$ cat config.mk
export PLATFORM = sky130hd
export DESIGN_NAME = joint_unistepper_drive_flat
export DESIGN_NICKNAME = d
export VERILOG_FILES = /design/src/rtl/joint_unistepper_pkg.sv /design/src/rtl/joint_unistepper_drive_if.sv /design/src/rtl/joint_step_timer.sv /design/src/rtl/joint_unistepper_drive.sv /design/src/flat_wrapper.sv
export SDC_FILE = /design/constraint.sdc
export NUM_CORES = 1
export LEC_CHECK = 0
export CAP_MARGIN = 0
export CORE_MARGIN = 5
export CORE_UTILIZATION = 50
export CTS_CLUSTER_DIAMETER = 40
export CTS_CLUSTER_SIZE = 28
export DETAILED_ROUTE_END_ITERATION = 10
export PLACE_DENSITY = 0.75
export RECOVER_POWER = 25
export SETUP_SLACK_MARGIN = 0.05
export SLEW_MARGIN = 15
export SYNTH_ARGS = -nofsm -noshare
export SYNTH_HDL_FRONTEND = slang
export SYNTH_SLANG_ARGS = --single-unit
$ cat constraint.sdc
create_clock -name clk -period 3.22 [get_ports clk]
set_clock_uncertainty 0.1 [all_clocks]
set_input_delay 0.322 -clock clk [delete_from_list [all_inputs] [get_ports clk]]
set_output_delay 0.322 -clock clk [all_outputs]
set_load 0.03 [all_outputs]
$ cat src/rtl/joint_unistepper_pkg.sv
// Shared definitions for the unipolar stepper joint driver: drive modes,
// per-mode index steps and the phase-index to coil-pattern decode.
package joint_unistepper_pkg;

    localparam logic [1:0] MODE_WAVE = 2'd0;
    localparam logic [1:0] MODE_FULL = 2'd1;
    localparam logic [1:0] MODE_HALF = 2'd2;

    // Phase index is kept in half-step units; whole-step modes move two.
    localparam logic [2:0] STEP_HALF  = 3'd1;
    localparam logic [2:0] STEP_WHOLE = 3'd2;

    // Mode code 3 behaves exactly like half-step.
    function automatic logic [1:0] mode_norm(input logic [1:0] mode);
        return (mode == 2'd3) ? MODE_HALF : mode;
    endfunction

    function automatic logic [2:0] mode_step(input logic [1:0] mode);
        return (mode == MODE_HALF) ? STEP_HALF : STEP_WHOLE;
    endfunction

    // Even index 2k energises coil k; odd 2k+1 energises coils k and k+1 (mod 4).
    function automatic logic [3:0] coil_pattern(input logic [2:0] idx);
        logic [3:0] pat;
        logic [1:0] k;
        pat = '0;
        k = idx[2:1];
        pat[k] = 1'b1;
        if (idx[0]) begin
            pat[k + 2'd1] = 1'b1;
        end
        return pat;
    endfunction

endpackage

$ cat src/rtl/joint_unistepper_drive_if.sv
// Command/status bundle between the joint command registers and one axis driver.
interface joint_unistepper_drive_if #(
    parameter int FREQ_WIDTH = 32,
    parameter int FB_WIDTH   = 32
);
    logic                         jointEnable;
    logic signed [FREQ_WIDTH-1:0] jointFreqCmd;
    logic [1:0]                   jointMode;
    logic signed [FB_WIDTH-1:0]   jointFeedback;
    logic                         a1;
    logic                         a2;
    logic                         b1;
    logic                         b2;
    logic                         jointIdle;

    modport master (
        output jointEnable, jointFreqCmd, jointMode,
        input  jointFeedback, a1, a2, b1, b2, jointIdle
    );

    modport slave (
        input  jointEnable, jointFreqCmd, jointMode,
        output jointFeedback, a1, a2, b1, b2, jointIdle
    );
endinterface

$ cat src/rtl/joint_step_timer.sv
// Step-rate timer: turns a signed half-period command into a single-cycle
// advance pulse every 2*(|cmd|+1) clocks plus the registered direction.
module joint_step_timer
    import joint_unistepper_pkg::*;
#(
    parameter int FREQ_WIDTH = 32
) (
    input  logic                         clk,
    input  logic                         rst_n,
    input  logic                         enable,
    input  logic signed [FREQ_WIDTH-1:0] freq_cmd,
    output logic                         advance,
    output logic                         dir
);

    localparam logic [FREQ_WIDTH-1:0] MOST_NEG = {1'b1, {(FREQ_WIDTH-1){1'b0}}};
    localparam logic [FREQ_WIDTH-1:0] MOST_POS = {1'b0, {(FREQ_WIDTH-1){1'b1}}};

    logic [FREQ_WIDTH-1:0] abs_d;
    logic [FREQ_WIDTH-1:0] abs_q;
    logic [FREQ_WIDTH-1:0] cnt_q;
    logic                  dir_q;
    logic                  tog_q;
    logic                  run;
    logic                  expire;

    // Magnitude of the command; the most negative value saturates to max positive.
    always_comb begin
        abs_d = $unsigned(freq_cmd);
        if (freq_cmd[FREQ_WIDTH-1]) begin
            if ($unsigned(freq_cmd) == MOST_NEG) begin
                abs_d = MOST_POS;
            end else begin
                abs_d = $unsigned(-freq_cmd);
            end
        end
    end

    // Command magnitude and sign are sampled together so they always agree.
    always_ff @(posedge clk or negedge rst_n) begin
        if (!rst_n) begin
            abs_q <= '0;
            dir_q <= 1'b0;
        end else begin
            abs_q <= abs_d;
            dir_q <= freq_cmd[FREQ_WIDTH-1];
        end
    end

    assign run     = enable && (abs_q != '0);
    assign expire  = run && (cnt_q >= abs_q);
    assign advance = expire && tog_q;
    assign dir     = dir_q;

    // Half-period counter and toggle; both held at zero while halted or disabled.
    always_ff @(posedge clk or negedge rst_n) begin
        if (!rst_n) begin
            cnt_q <= '0;
            tog_q <= 1'b0;
        end else if (!run) begin
            cnt_q <= '0;
            tog_q <= 1'b0;
        end else if (expire) begin
            cnt_q <= '0;
            tog_q <= ~tog_q;
        end else begin
            cnt_q <= cnt_q + 1'b1;
        end
    end

endmodule

$ cat src/rtl/joint_unistepper_drive.sv
// Unipolar 4-coil stepper joint driver: phase index, position feedback,
// drive-mode remapping, idle hold reduction and registered coil outputs.
module joint_unistepper_drive
    import joint_unistepper_pkg::*;
#(
    parameter int FREQ_WIDTH  = 32,
    parameter int FB_WIDTH    = 32,
    parameter int IDLE_CYCLES = 1000,
    parameter int PWM_BITS    = 4,
    parameter int HOLD_DUTY   = 4
) (
    input logic                     clk,
    input logic                     rst_n,
    joint_unistepper_drive_if.slave jif
);

    localparam int                IDLE_W   = $clog2(IDLE_CYCLES + 1);
    localparam logic [IDLE_W-1:0] IDLE_MAX = IDLE_W'(IDLE_CYCLES);

    logic                en;
    logic                adv;
    logic                dir;
    logic                mode_chg;
    logic                step_en;
    logic                hold_gate;
    logic [1:0]          mode_q;
    logic [1:0]          mode_applied_q;
    logic [2:0]          idx_q;
    logic [2:0]          idx_d;
    logic [FB_WIDTH-1:0] fb_q;
    logic [FB_WIDTH-1:0] fb_d;
    logic [IDLE_W-1:0]   idle_cnt_q;
    logic [IDLE_W-1:0]   idle_cnt_d;
    logic                idle_q;
    logic                idle_d;
    logic [PWM_BITS-1:0] pwm_q;
    logic [3:0]          coil_q;
    logic [3:0]          coil_d;

    assign en = jif.jointEnable;

    joint_step_timer #(
        .FREQ_WIDTH(FREQ_WIDTH)
    ) u_timer (
        .clk      (clk),
        .rst_n    (rst_n),
        .enable   (en),
        .freq_cmd (jif.jointFreqCmd),
        .advance  (adv),
        .dir      (dir)
    );

    // A pending mode change is only applied while enabled, so the index
    // never re-enters a wave/full mode misaligned after a disabled period.
    assign mode_chg = en && (mode_q != mode_applied_q);
    assign step_en  = adv && !mode_chg;

    // Next index, feedback and idle state; a mode remap swallows a coincident advance.
    always_comb begin
        idx_d = idx_q;
        fb_d  = fb_q;
        if (mode_chg) begin
            case (mode_q)
                MODE_WAVE: idx_d = idx_q & 3'b110;
                MODE_FULL: idx_d = idx_q | 3'b001;
                default:   idx_d = idx_q;
            endcase
        end else if (adv) begin
            idx_d = dir ? (idx_q - mode_step(mode_q)) : (idx_q + mode_step(mode_q));
            fb_d  = dir ? (fb_q - 1'b1) : (fb_q + 1'b1);
        end

        idle_cnt_d = idle_cnt_q;
        if (!en || step_en || mode_chg) begin
            idle_cnt_d = '0;
        end else if (idle_cnt_q != IDLE_MAX) begin
            idle_cnt_d = idle_cnt_q + 1'b1;
        end
        idle_d = en && (idle_cnt_d == IDLE_MAX);
    end

    // Coil drive for the current index, chopped by the hold PWM while idle.
    always_comb begin
        hold_gate = !idle_q || (int'(pwm_q) < HOLD_DUTY);
        coil_d    = '0;
        if (en && hold_gate) begin
            coil_d = coil_pattern(idx_q);
        end
    end

    // Mode sampling and the record of the mode the index is aligned to.
    always_ff @(posedge clk or negedge rst_n) begin
        if (!rst_n) begin
            mode_q         <= MODE_WAVE;
            mode_applied_q <= MODE_WAVE;
        end else begin
            mode_q <= mode_norm(jif.jointMode);
            if (en) begin
                mode_applied_q <= mode_q;
            end
        end
    end

    // Position state, idle tracking, free-running PWM and output registers.
    always_ff @(posedge clk or negedge rst_n) begin
        if (!rst_n) begin
            idx_q      <= '0;
            fb_q       <= '0;
            idle_cnt_q <= '0;
            idle_q     <= 1'b0;
            pwm_q      <= '0;
            coil_q     <= '0;
        end else begin
            idx_q      <= idx_d;
            fb_q       <= fb_d;
            idle_cnt_q <= idle_cnt_d;
            idle_q     <= idle_d;
            pwm_q      <= pwm_q + 1'b1;
            coil_q     <= coil_d;
        end
    end

    assign jif.a1            = coil_q[0];
    assign jif.a2            = coil_q[1];
    assign jif.b1            = coil_q[2];
    assign jif.b2            = coil_q[3];
    assign jif.jointIdle     = idle_q;
    assign jif.jointFeedback = fb_q;

endmodule

$ cat src/flat_wrapper.sv
// flat-port wrapper written by rule: the top's interface ports become plain ports
module joint_unistepper_drive_flat import joint_unistepper_pkg::*;
#(
    parameter int FREQ_WIDTH  = 32,
    parameter int FB_WIDTH    = 32,
    parameter int IDLE_CYCLES = 1000,
    parameter int PWM_BITS    = 4,
    parameter int HOLD_DUTY   = 4
)
  (clk, rst_n, jif_jointEnable, jif_jointFreqCmd, jif_jointMode, jif_jointFeedback, jif_a1, jif_a2, jif_b1, jif_b2, jif_jointIdle);
  joint_unistepper_drive_if #(.FREQ_WIDTH(FREQ_WIDTH), .FB_WIDTH(FB_WIDTH)) jif_i ();
  input logic clk;
  input logic rst_n;
  input wire logic [$bits(jif_i.jointEnable)-1:0] jif_jointEnable;
  input wire logic [$bits(jif_i.jointFreqCmd)-1:0] jif_jointFreqCmd;
  input wire logic [$bits(jif_i.jointMode)-1:0] jif_jointMode;
  output wire logic [$bits(jif_i.jointFeedback)-1:0] jif_jointFeedback;
  output wire logic [$bits(jif_i.a1)-1:0] jif_a1;
  output wire logic [$bits(jif_i.a2)-1:0] jif_a2;
  output wire logic [$bits(jif_i.b1)-1:0] jif_b1;
  output wire logic [$bits(jif_i.b2)-1:0] jif_b2;
  output wire logic [$bits(jif_i.jointIdle)-1:0] jif_jointIdle;
  assign jif_i.jointEnable = jif_jointEnable;
  assign jif_i.jointFreqCmd = jif_jointFreqCmd;
  assign jif_i.jointMode = jif_jointMode;
  assign jif_jointFeedback = jif_i.jointFeedback;
  assign jif_a1 = jif_i.a1;
  assign jif_a2 = jif_i.a2;
  assign jif_b1 = jif_i.b1;
  assign jif_b2 = jif_i.b2;
  assign jif_jointIdle = jif_i.jointIdle;
  joint_unistepper_drive #(.FREQ_WIDTH(FREQ_WIDTH), .FB_WIDTH(FB_WIDTH), .IDLE_CYCLES(IDLE_CYCLES), .PWM_BITS(PWM_BITS), .HOLD_DUTY(HOLD_DUTY)) u_core (.clk(clk), .rst_n(rst_n), .jif(jif_i));
endmodule
==> flow_metrics.env, run 1 <==
export IMPL_yosys_top_cells_area="dfrtp_1 (38%), ha_1 (11%), xor2_1 (5.9%)"
export IMPL_final_nets=1104
export IMPL_yosysMostFrequentCell="dfrtp_1"
export IMPL_grt_max_degree=65
export IMPL_ys_types=64
export IMPL_grt_pass1_wl_um=28900
export IMPL_grt_pass1_vias=6331
export IMPL_violations="capacitance limit, slew limit"
export IMPL_synth_compound_area_share_pct=15.2
export IMPL_muxShareOfSynthArea_pct=0.799
export IMPL_crit_slowest_cell="dfrtp_4"
export IMPL_cts_max_level=4
export IMPL_relSlewSlack_pct=-8.44
export IMPL_netlist_area_sq_um=8140
export IMPL_drtIter0Drc=349
export IMPL_syn_inst=905
export IMPL_yosys_warnings=0
export IMPL_gr_total_overflow=0
export IMPL_coreArea_sq_um=15900
export IMPL_synth_simple_area_share_pct=19.8
export IMPL_async_flop_share_pct=100
export IMPL_nFillCells=1356
export IMPL_wl_per_cell_um=13.8
export IMPL_crit_path_max_fanout=12
export IMPL_gp_congestion=0.850
export IMPL_min_period_ns=2.98
export IMPL_max_freq_mhz=335
export IMPL_cts_root_buf="clkbuf_16"
export IMPL_dieArea_sq_um=18900
export IMPL_ys_ff_latch=124
export IMPL_r2r_slack_ns=0.24
export IMPL_worstPathArrival_ns=3.21
export IMPL_ir_drop_mv=0.385
export IMPL_path_delay_family="compound AO/OA/AOI/OAI gates"
export IMPL_synth_seq_area_share_pct=38.1
export IMPL_required_ns=3.44
export IMPL_clockBufferDepth=2
export IMPL_fin_crit_sh_pct=92.7
export IMPL_hpwl_um=12400
export IMPL_cts_tree="built"
export IMPL_drtAntennaViolNets=0
export IMPL_antenna_found_initial=0
export IMPL_routed_wl_um=16800
export IMPL_syn_area_per_cell_sq_um=8.99
export IMPL_path_buf_inv=0
export IMPL_start_util_pct=51.1
export IMPL_dp_cells=1186
export IMPL_synthFlopType="dfrtp_1"
export IMPL_max_cap_violations=1
export IMPL_syn_nets=1017
export IMPL_finalSetupViolCount=0
export IMPL_area_growth_pct=20.0
export IMPL_synth_commonest_cells="dfrtp_1 (124), nand2_1 (105), nor2_1 (75)"
export IMPL_die_width_um=138
export IMPL_rsz0062_at_grt="false"
export IMPL_tns_ns=0
export IMPL_critical_path_class="flip-flop to flip-flop"
export IMPL_io_pins=74
export IMPL_hold_class="flip-flop to flip-flop"
export IMPL_track_usage_pct=18.8
export IMPL_synth_xor_area_share_pct=9.90
export IMPL_vias=6574
export IMPL_synth_top_family_by_area="simple AND/OR/NAND/NOR gates"
export IMPL_synth_top_area_cell="dfrtp_1"
export IMPL_power_density_nw_per_um2=403
export IMPL_power_leakage_nw=4.49
export IMPL_layout_drive_gt1_share_pct=6.98
export IMPL_status="finished, violations left"
export IMPL_hold_viol=0
export IMPL_max_stage_delay_ns=0.52
export IMPL_antenna_cells=0
export IMPL_cts_sinks=124
export IMPL_hold_ws_ns=0.356
export IMPL_slew_violations=64
export IMPL_clock_latency_ns=0.42
export IMPL_firstDrtPassIters=5
export IMPL_via_per_inst=5.39
export IMPL_rows=46
export IMPL_path_cells="ha_1 -> a211oi_1 -> o21bai_1 -> or3_1 -> a21oi_1 -> o31a_1 -> o211ai_1 -> and3_1 -> o31ai_1"
export IMPL_end_kind="flip-flop"
export IMPL_die_h_um=138
export IMPL_drcViolationCount=0
export IMPL_clkTransAtPathRegs_ns=0.05
export IMPL_max_slew_worst_pin_slew_ns=1.63
export IMPL_io_buffer_count=73
export IMPL_startpoint_type="flip-flop"
export IMPL_synth_top_cell_area_share_pct=38.1
export IMPL_synthAdderAreaFrac_pct=11.7
export IMPL_synth_edf_count=0
export IMPL_final_cell_count_no_fill=1219
export IMPL_cts_made_buffers=17
export IMPL_post_route_util_pct=61.3
==> power breakdown <==
| part | switching (mW) | internal (mW) | leakage, nW |
|---|---|---|---|
| Clock | 0.664 | 1.23 | 0.291 |
| Sequential | 0.0409 | 1.61 | 1.63 |
| Combinational | 0.218 | 0.172 | 2.58 |
==> area by class of cell <==
class	instances	area (sq um)	share of cell area, %
inverters	61	229	2.34
clock inverters	7	87.6	0.896
repair buffers	91	893	9.14
multi-input cells	697	4690	48.0
well taps	216	270	2.77
flip-flops and latches	124	3110	31.8
clock buffers	23	498	5.10
==> state kept, by name, indices dropped and copies added (netlist names), 3 cells and up <==
name	cells
u_core.jif.jointFeedback	32
u_core.u_timer.abs_q	32
u_core.u_timer.cnt_q	32
u_core.coil_q	4
u_core.idx_q	3
u_core.pwm_q	4
u_core.idle_cnt_q	10
==> worst register-to-register path: stages, from the launching register on <==
cell and delay [ns]:
dfrtp_4 0.52, ha_1 0.43, a211oi_1 0.28, o21bai_1 0.14, or3_1 0.37, a21oi_1 0.19
o31a_1 0.29, o211ai_1 0.16, and3_1 0.19, o31ai_1 0.22
==> through the flow <==
| stage | worst slack [ns] | cell area (sq um) | power [mW] |
|---|---|---|---|
| after floorplan | 0.0899 | 8140 | 1.90 |
| after global placement | 0.174 | 9140 | 2.05 |
| after detailed placement | 0.0882 | 9140 | 2.07 |
| after CTS | 0.0524 | 9740 | 3.97 |
| after global routing | 0.0513 | 9770 | 4.10 |
| final | 0.236 | 9770 | 3.93 |
==> worst paths after layout <==
| path | start | to | cells past startpoint |
|---|---|---|---|
| worst max register to register | u_core.u_timer.dir | u_core.jif.jointFeedback[30] | 9 |
| min in group asynchronous | rst_n | u_core.jif.jointFeedback[7] | 2 |
| worst min register to register | u_core.pwm_q[0] | u_core.pwm_q[0] | 1 |
| max in group asynchronous | rst_n | u_core.u_timer.dir | 2 |
| worst min-delay path | u_core.pwm_q[0] | u_core.pwm_q[0] | 1 |
| worst max-delay path | u_core.u_timer.dir | u_core.jif.jointFeedback[30] | 9 |
==> layout by cell type, fill, tap and decap left out, types with 13 or more instances in the layout <==
master / synthesis / layout
and3_1: 14 / 14
o31ai_1: 13 / 13
o21ai_0: 56 / 56
nand4_1: 17 / 17
inv_1: 61 / 61
a21o_1: 16 / 16
xnor2_1: 37 / 37
a21oi_1: 61 / 60
xor2_1: 55 / 55
nand3_1: 22 / 22
ha_1: 73 / 72
clkbuf_16: 0 / 17
dfrtp_1: 124 / 123
nand2_1: 105 / 105
nor2_1: 75 / 75
clkdlybuf4s50_1: 0 / 70
==> routing by layer <==
metal	part of all wire, %	wire length (um)	track usage (%)
met1	46	7740	24.5
met2	48	8060	31.6
met3	4.2	708	3.29
met4	1.6	265	6.54
met5	0	0	0
==> logic make-up after synthesis <==
logic type,count (synthesis)
AOI/OAI and AO/OA,204
xor gates and xnor gates,92
adders and majority gates,75
buffers and inverters,84
DFF,124
muxes,6
and+or+nand+nor,320
==> repair_timing <==
action / 4_1_cts / 5_1_grt
hold buffers: 1 / 0
buffers inserted: 0 / 2
resized for setup: 0 / 5
setup endpoints to repair: 0 / 22
hold endpoints to repair: 62 / 0
No activity file was read; power rests on OpenSTA's default activity.
==> run 2, diff against run 1 <==
ABC_AREA = 1   (was not set)
CORE_MARGIN = not set   (was 5)
PLACE_DENSITY = 0.74   (was 0.75)
==> run 2 against run 1 <==
Compared with the run above: the run still ends with capacitance limit, slew limit left; synthesized cell count rose by 30%; setup slack worse by 0.097 ns; clock-buffer cell count stayed put; combinational power rose by 15%; clock power hardly changed; via count up 20%; power up 0.94%; hold slack lost 0.036 ns; core utilization fell by 1.1 points; maximum frequency decreased by 3.1%; sequential share of layout area fell by 1.9 points; largest cell class unchanged; largest power group unchanged.
==> flow_metrics.env, run 2 <==
export IMPL_status="finished, violations left"
export IMPL_violations="capacitance limit, slew limit"
export IMPL_yosys_top_cells_area="dfrtp_1 (35%), nand2_1 (11%), ha_1 (10%)"
export IMPL_wl_per_cell_um=13.7
export IMPL_cts_tree="built"
export IMPL_worstSetupStartpoint="u_core.u_timer.dir"
export IMPL_cts_root_buf="clkbuf_16"
export IMPL_firstDrtPassIters=7
export IMPL_synthFlopType="dfrtp_1"
export IMPL_via_per_inst=5.24
export IMPL_slew_violations=40
export IMPL_mostFrequentLayoutCell="nand2_1"
export IMPL_antenna_found_initial=0
export IMPL_cts_max_level=4
export IMPL_postCtsSetupRepairBufs=0
export IMPL_routed_wl_um=20500
export IMPL_power_density_nw_per_um2=382
export IMPL_path_buf_inv=1
export IMPL_hold_ws_ns=0.320
export IMPL_crit_path_frequent_cell="nand3_1"
export IMPL_final_cell_count_no_fill=1502
export IMPL_rows=48
export IMPL_gp_congestion=0.963
export IMPL_hold_class="input port to flip-flop"
export IMPL_ir_drop_mv=0.372
export IMPL_nFillCells=1558
export IMPL_syn_area_per_cell_sq_um=7.44
export IMPL_relSlewSlack_pct=-53.9
export IMPL_startpoint_type="flip-flop"
export IMPL_antenna_cells=0
export IMPL_r2r_end="u_core.jif.jointFeedback[24]"
export IMPL_die_width_um=134
export IMPL_area_growth_pct=18.3
export IMPL_drtAntennaViolNets=0
export IMPL_clockBufferDepth=2
export IMPL_ys_ff_latch=124
export IMPL_synth_seq_area_share_pct=35.4
export IMPL_netlist_area_sq_um=8780
export IMPL_synth_edf_count=0
export IMPL_place_ws_ns=0.285
export IMPL_start_util_pct=50.9
export IMPL_dp_cells=1472
export IMPL_drtIter0Drc=493
export IMPL_power_leakage_nw=5.13
export IMPL_critical_path_class="flip-flop to flip-flop"
export IMPL_multi_input_area_sq_um=5010
export IMPL_final_nets=1379
export IMPL_placed_area_sq_um=9810
export IMPL_yosys_warnings=0
export IMPL_yosysMostFrequentCell="nand2_1"
export IMPL_gr_total_overflow=0
export IMPL_design_area_sq_um=10400
export IMPL_clock_latency_ns=0.42
export IMPL_cp_endpoint="u_core.jif.jointFeedback[24]"
export IMPL_die_h_um=134
export IMPL_path_delay_family="simple AND/OR/NAND/NOR gates"
export IMPL_synth_top_area_cell="dfrtp_1"
export IMPL_rr_worst_depth=9
export IMPL_tns_ns=0
export IMPL_clkTransAtPathRegs_ns=0.06
export IMPL_grt_pass1_wl_um=34800
export IMPL_required_ns=3.47
export IMPL_grt_max_degree=66
export IMPL_crit_path_max_fanout=20
export IMPL_post_route_util_pct=60.2
export IMPL_syn_nets=1292
export IMPL_synth_commonest_cells="nand2_1 (267), nor2_1 (148), inv_1 (144)"
export IMPL_final_cell_mix="nand2_1 (267), nor2_1 (148), inv_1 (144)"
export IMPL_r2r_slack_ns=0.14
export IMPL_cts_made_buffers=17
export IMPL_finalSetupViolCount=0
export IMPL_cp_num_cells=9
export IMPL_dieArea_sq_um=18100
export IMPL_synth_top_cell_area_share_pct=35.4
export IMPL_io_pins=74
export IMPL_min_period_ns=3.08
export IMPL_hold_viol=0
export IMPL_max_cap_violations=1
export IMPL_finalWorstSetupSlack_ns=0.139
export IMPL_rsz0062_at_grt="false"
export IMPL_layout_drive_gt1_share_pct=6.66
export IMPL_hpwl_um=15900
export IMPL_worstPathArrival_ns=3.33
export IMPL_path_cells="buf_4 -> ha_1 -> nand2_1 -> nor3_1 -> nand3_1 -> nand3_1 -> a21oi_1 -> xor2_1 -> o21ai_1"
export IMPL_track_usage_pct=24.3
export IMPL_drcViolationCount=0
export IMPL_ys_types=44
export IMPL_crit_slowest_cell="dfrtp_1"
export IMPL_async_flop_share_pct=100
export IMPL_ff_latch_area_sq_um=3100
export IMPL_io_buffer_count=73
export IMPL_coreArea_sq_um=17200
export IMPL_fin_crit_sh_pct=95.7
export IMPL_power_total_mw=3.97
export IMPL_cts_sinks=124
export IMPL_max_slew_worst_pin_slew_ns=2.31
export IMPL_r2r_start="u_core.u_timer.dir"
export IMPL_max_freq_mhz=325
export IMPL_syn_inst=1180
export IMPL_max_stage_delay_ns=0.79
export IMPL_grt_pass1_vias=7443
export IMPL_end_kind="flip-flop"
export IMPL_vias=7868
[run 2: tightest hold or removal path, stage by stage]
cell	delay, ns
clkdlybuf4s50_1	0.39
inv_1	0.05
nor2_1	0.03
[run 2: final cells by class]
type / instances / share of cell area (%)
multi-input combinational: 888 / 48.3
sequential: 124 / 29.9
timing repair buffer: 86 / 8.15
inverter: 150 / 5.42
clock buffer: 23 / 4.70
tap: 225 / 2.71
clock inverter: 6 / 0.843
[run 2: cell families after synthesis]
group / synth area share, %
simple gates: 30.0
buf+inv: 7.51
compound gates: 9.72
flops: 35.4
fa+ha+maj: 10.9
xor+xnor: 6.59
[run 2: layer usage]
metal  vias up  share of wire [%]  track usage, %  wire length, um
met5         -                  0               0                0
met4         0                1.7            6.74              357
met3        30                4.7            4.73              967
met2       198                 47            39.4             9600
met1      3617                 47            33.1             9590
li1       4023                  -               -                -
[run 2: worst min path at each step]
stage | slack [ns] | cells past startpoint | from | end
finish | 0.32 | 3 | jif_jointMode[0] | u_core.mode_q[0]
global route | 0.34 | 3 | jif_jointMode[0] | u_core.mode_q[0]
CTS | 0.29 | 1 | jif_jointMode[1] | u_core.mode_q[1]
detailed placement | 0.26 | 1 | rst_n | u_core.u_timer.cnt_q[26]
global placement | 0.24 | 1 | rst_n | u_core.u_timer.cnt_q[28]
floorplan | -0.07 | 0 | rst_n | u_core.coil_q[0]
[run 2: repair_timing]
| item | 4_1_cts | 5_1_grt |
|---|---|---|
| hold buffers | 1 | 0 |
| resized for setup | 0 | 0 |
| endpoints found under the hold margin | 38 | 0 |
[run 2: where the power goes]
group          internal [mW]  total (mW)  switching, mW
combinational          0.174       0.450          0.275
clock                   1.21        1.88          0.671
sequential              1.61        1.64         0.0333
==> RTL edit (config.mk and constraints of run 1) <==
`IDLE_CYCLES` is set to 1000 in 2 places; all go to 250.
--- a/src/rtl/joint_unistepper_drive.sv
+++ b/src/rtl/joint_unistepper_drive.sv
@@ -7,3 +7,3 @@
     parameter int FB_WIDTH    = 32,
-    parameter int IDLE_CYCLES = 1000,
+    parameter int IDLE_CYCLES = 250,
     parameter int PWM_BITS    = 4,
--- a/src/flat_wrapper.sv
+++ b/src/flat_wrapper.sv
@@ -5,3 +5,3 @@
     parameter int FB_WIDTH    = 32,
-    parameter int IDLE_CYCLES = 1000,
+    parameter int IDLE_CYCLES = 250,
     parameter int PWM_BITS    = 4,
Check against the original RTL: no difference found for any inputs over 10 cycles, from zero or initial values and one cycle with rst_n low; that may be too few to reach the edited logic, so the function may still have changed.
==> RTL edit against run 1 <==
- first-iteration DRC count down 37%
- synthesized area down 3.4%
- setup slack worse by 140 ps
- power up 2.0%
- die area down 3.2%
- global-route usage down 0.57 points
- final cell count down 3.0%
- sequential cell count down 2
- combinational power up 8.4%
- routed wire length down 0.60%
- design area up 3.2%
- sequential share of layout area down 1.5 points
- critical endpoint unchanged
- largest cell class unchanged
- highest routed layer unchanged
==> RTL edit: results (changes against run 1) <==
| Metric | Value |
|---|---|
| Htree depth | 4 (unchanged) |
| CP max FO | 6 (-6) |
| Sequential share of the synthesized area | 38.8% (+0.72 points) |
| CP delay by family, top | simple AND/OR/NAND/NOR gates |
| Crit-path slowest cell | dfrtp_4 |
| # diodes | 0 (unchanged) |
| Met1 Track Usage GR | 23.1% (-1.4 points) |
| Min-Delay Startpoint | jif_jointMode[0] |
| Power Clock | 1.96 mW (+4%) |
| Total CTS buffers | 17 (unchanged) |
| Routed wl met3 | 728 µm (+2.8%) |
| Syn Nets | 940 (-7.6%) |
| Highest routed layer | met4 |
| Placer Congestion | 0.842 (-0.94%) |
| Hold Path Stages | 2 (+1) |
| R2R Setup Slk | 90 ps (-140 ps) |
| Initial DRC Count | 219 (-37%) |
| Port-buffer cells | 73 (unchanged) |
| Leak pwr | 4.78 nW (+6.4%) |
| Worst IR Drop VDD | 0.372 mV (-3.6%) |
| Gr usage total | 18.3% (-0.57 points) |
| Overall routed net length | 16.7 mm (-0.60%) |
| Initial DRT Pass Iterations | 5 (unchanged) |
| Part of the power in the clock network | 48.9% (+0.9 points) |
| Peak per-stage delay on the critical path | 520 ps (about the same) |
| Hold crit path type | in2reg |
| Share of layout cells above drive strength 1 | 18.2% (+11 points) |
| First-pass GRT wire length | 27.6 mm (-4.5%) |
| DR vias | 6253 (-4.9%) |
| Combinational share of power | 10.6% (+0.7 points) |
| Met2 Use GR | 31.8% (+0.16 points) |
| Status | complete, no violations |
| Top cells by area, synth | dfrtp_1 (39%), ha_1 (12%), xnor2_1 (5.7%) |
| Met2 routed WL | 8.42 mm (+4.5%) |
| Worst skew pair latency | 420 ps (about the same) |
| Met3 usage in global routing | 4.35% (+1.1 points) |
| Vias in the first global route | 6097 (-3.7%) |
| M1 WL | 7.43 mm (-4.0%) |
| Post-Place Setup Slack | -285 ps (-374 ps) |
| Reg2Reg Depth | 12 (+3) |
| Ys async rst share | 100% (unchanged) |
| Pint | 3.09 mW (+2.8%) |
| Worst Hold Path EP | u_core.mode_q[0]$_DFF_PN0_ |
| Synth cell count leaders | dfrtp_1 (122), ha_1 (73), nor2_1 (73), nand2_1 (67), inv_1 (60) |
| Largest net degree at the start of global routing | 50 (-23%) |
| Hpwl dp | 12.0 mm (-3.1%) |
| Synth unique cells | 57 (-11%) |
| Slew @ Worst Pin | 1260 ps (-367 ps) |
| Final nets | 1072 (-2.9%) |
| Worst Path Arrival | 3330 ps (+120 ps) |
==> RTL edit: changes by cell type after synthesis, moves of 10 or more <==
| cell | change |
|---|---|
| xnor2_1 | +14 |
| mux2_2 | +30 |
| o21ai_0 | -20 |
| a21oi_1 | -13 |
| o21ai_1 | -11 |
| nor3_1 | +12 |
| nand2_2 | +10 |
| nand2_1 | -38 |
==> RTL edit: stage by stage <==
step	TNS (ps)	instances	hold slack, ps	instance area [µm²]
final	0	1183	351	10100
after global routing	-37.9	1183	344	10100
after CTS	0	1179	259	9850
after detailed placement	-5680	1147	257	9190
after global placement	-4590	1147	257	9190
after floorplan	0	828	-73.6	7880
==> RTL edit: cell families (layout without fill, tap and decap cells) <==
family / after synthesis / after routing / share of synthesized area, %
flops: 122 / 122 / 38.8
compound gates: 157 / 157 / 12.7
mux: 36 / 36 / 5.11
xor+xnor: 98 / 98 / 10.9
fa+ha+maj: 75 / 75 / 12.1
buf+inv: 79 / 222 / 4.20
simple gates: 261 / 262 / 16.1
==> RTL edit: cell type report <==
class	count	area (µm²)
clock buffer	24	502
clock inverter	7	113
multi-input combinational	628	4750
sequential	122	3060
tap	211	264
inverter	60	228
fill	1241	5230
timing repair buffer	131	1170
==> RTL edit: timing repair <==
item                       CTS  global route
setup endpoints to repair    4            42
cloned                       0             1
hold buffers                 1             0
buffers inserted             0             3
resized for setup            6            45
hold endpoints to repair    42             0
pin swaps                    0            10
==> RTL edit: worst register-to-register path: stages (launching register included) <==
cell and delay, ps:
dfrtp_4 520, buf_4 160, buf_12 130, ha_4 260, nand2_1 70, or3_4 370
or3_4 350, o2111ai_2 200, buf_4 160, a2111oi_4 80, o41ai_2 250, xor2_1 110
mux2_4 260
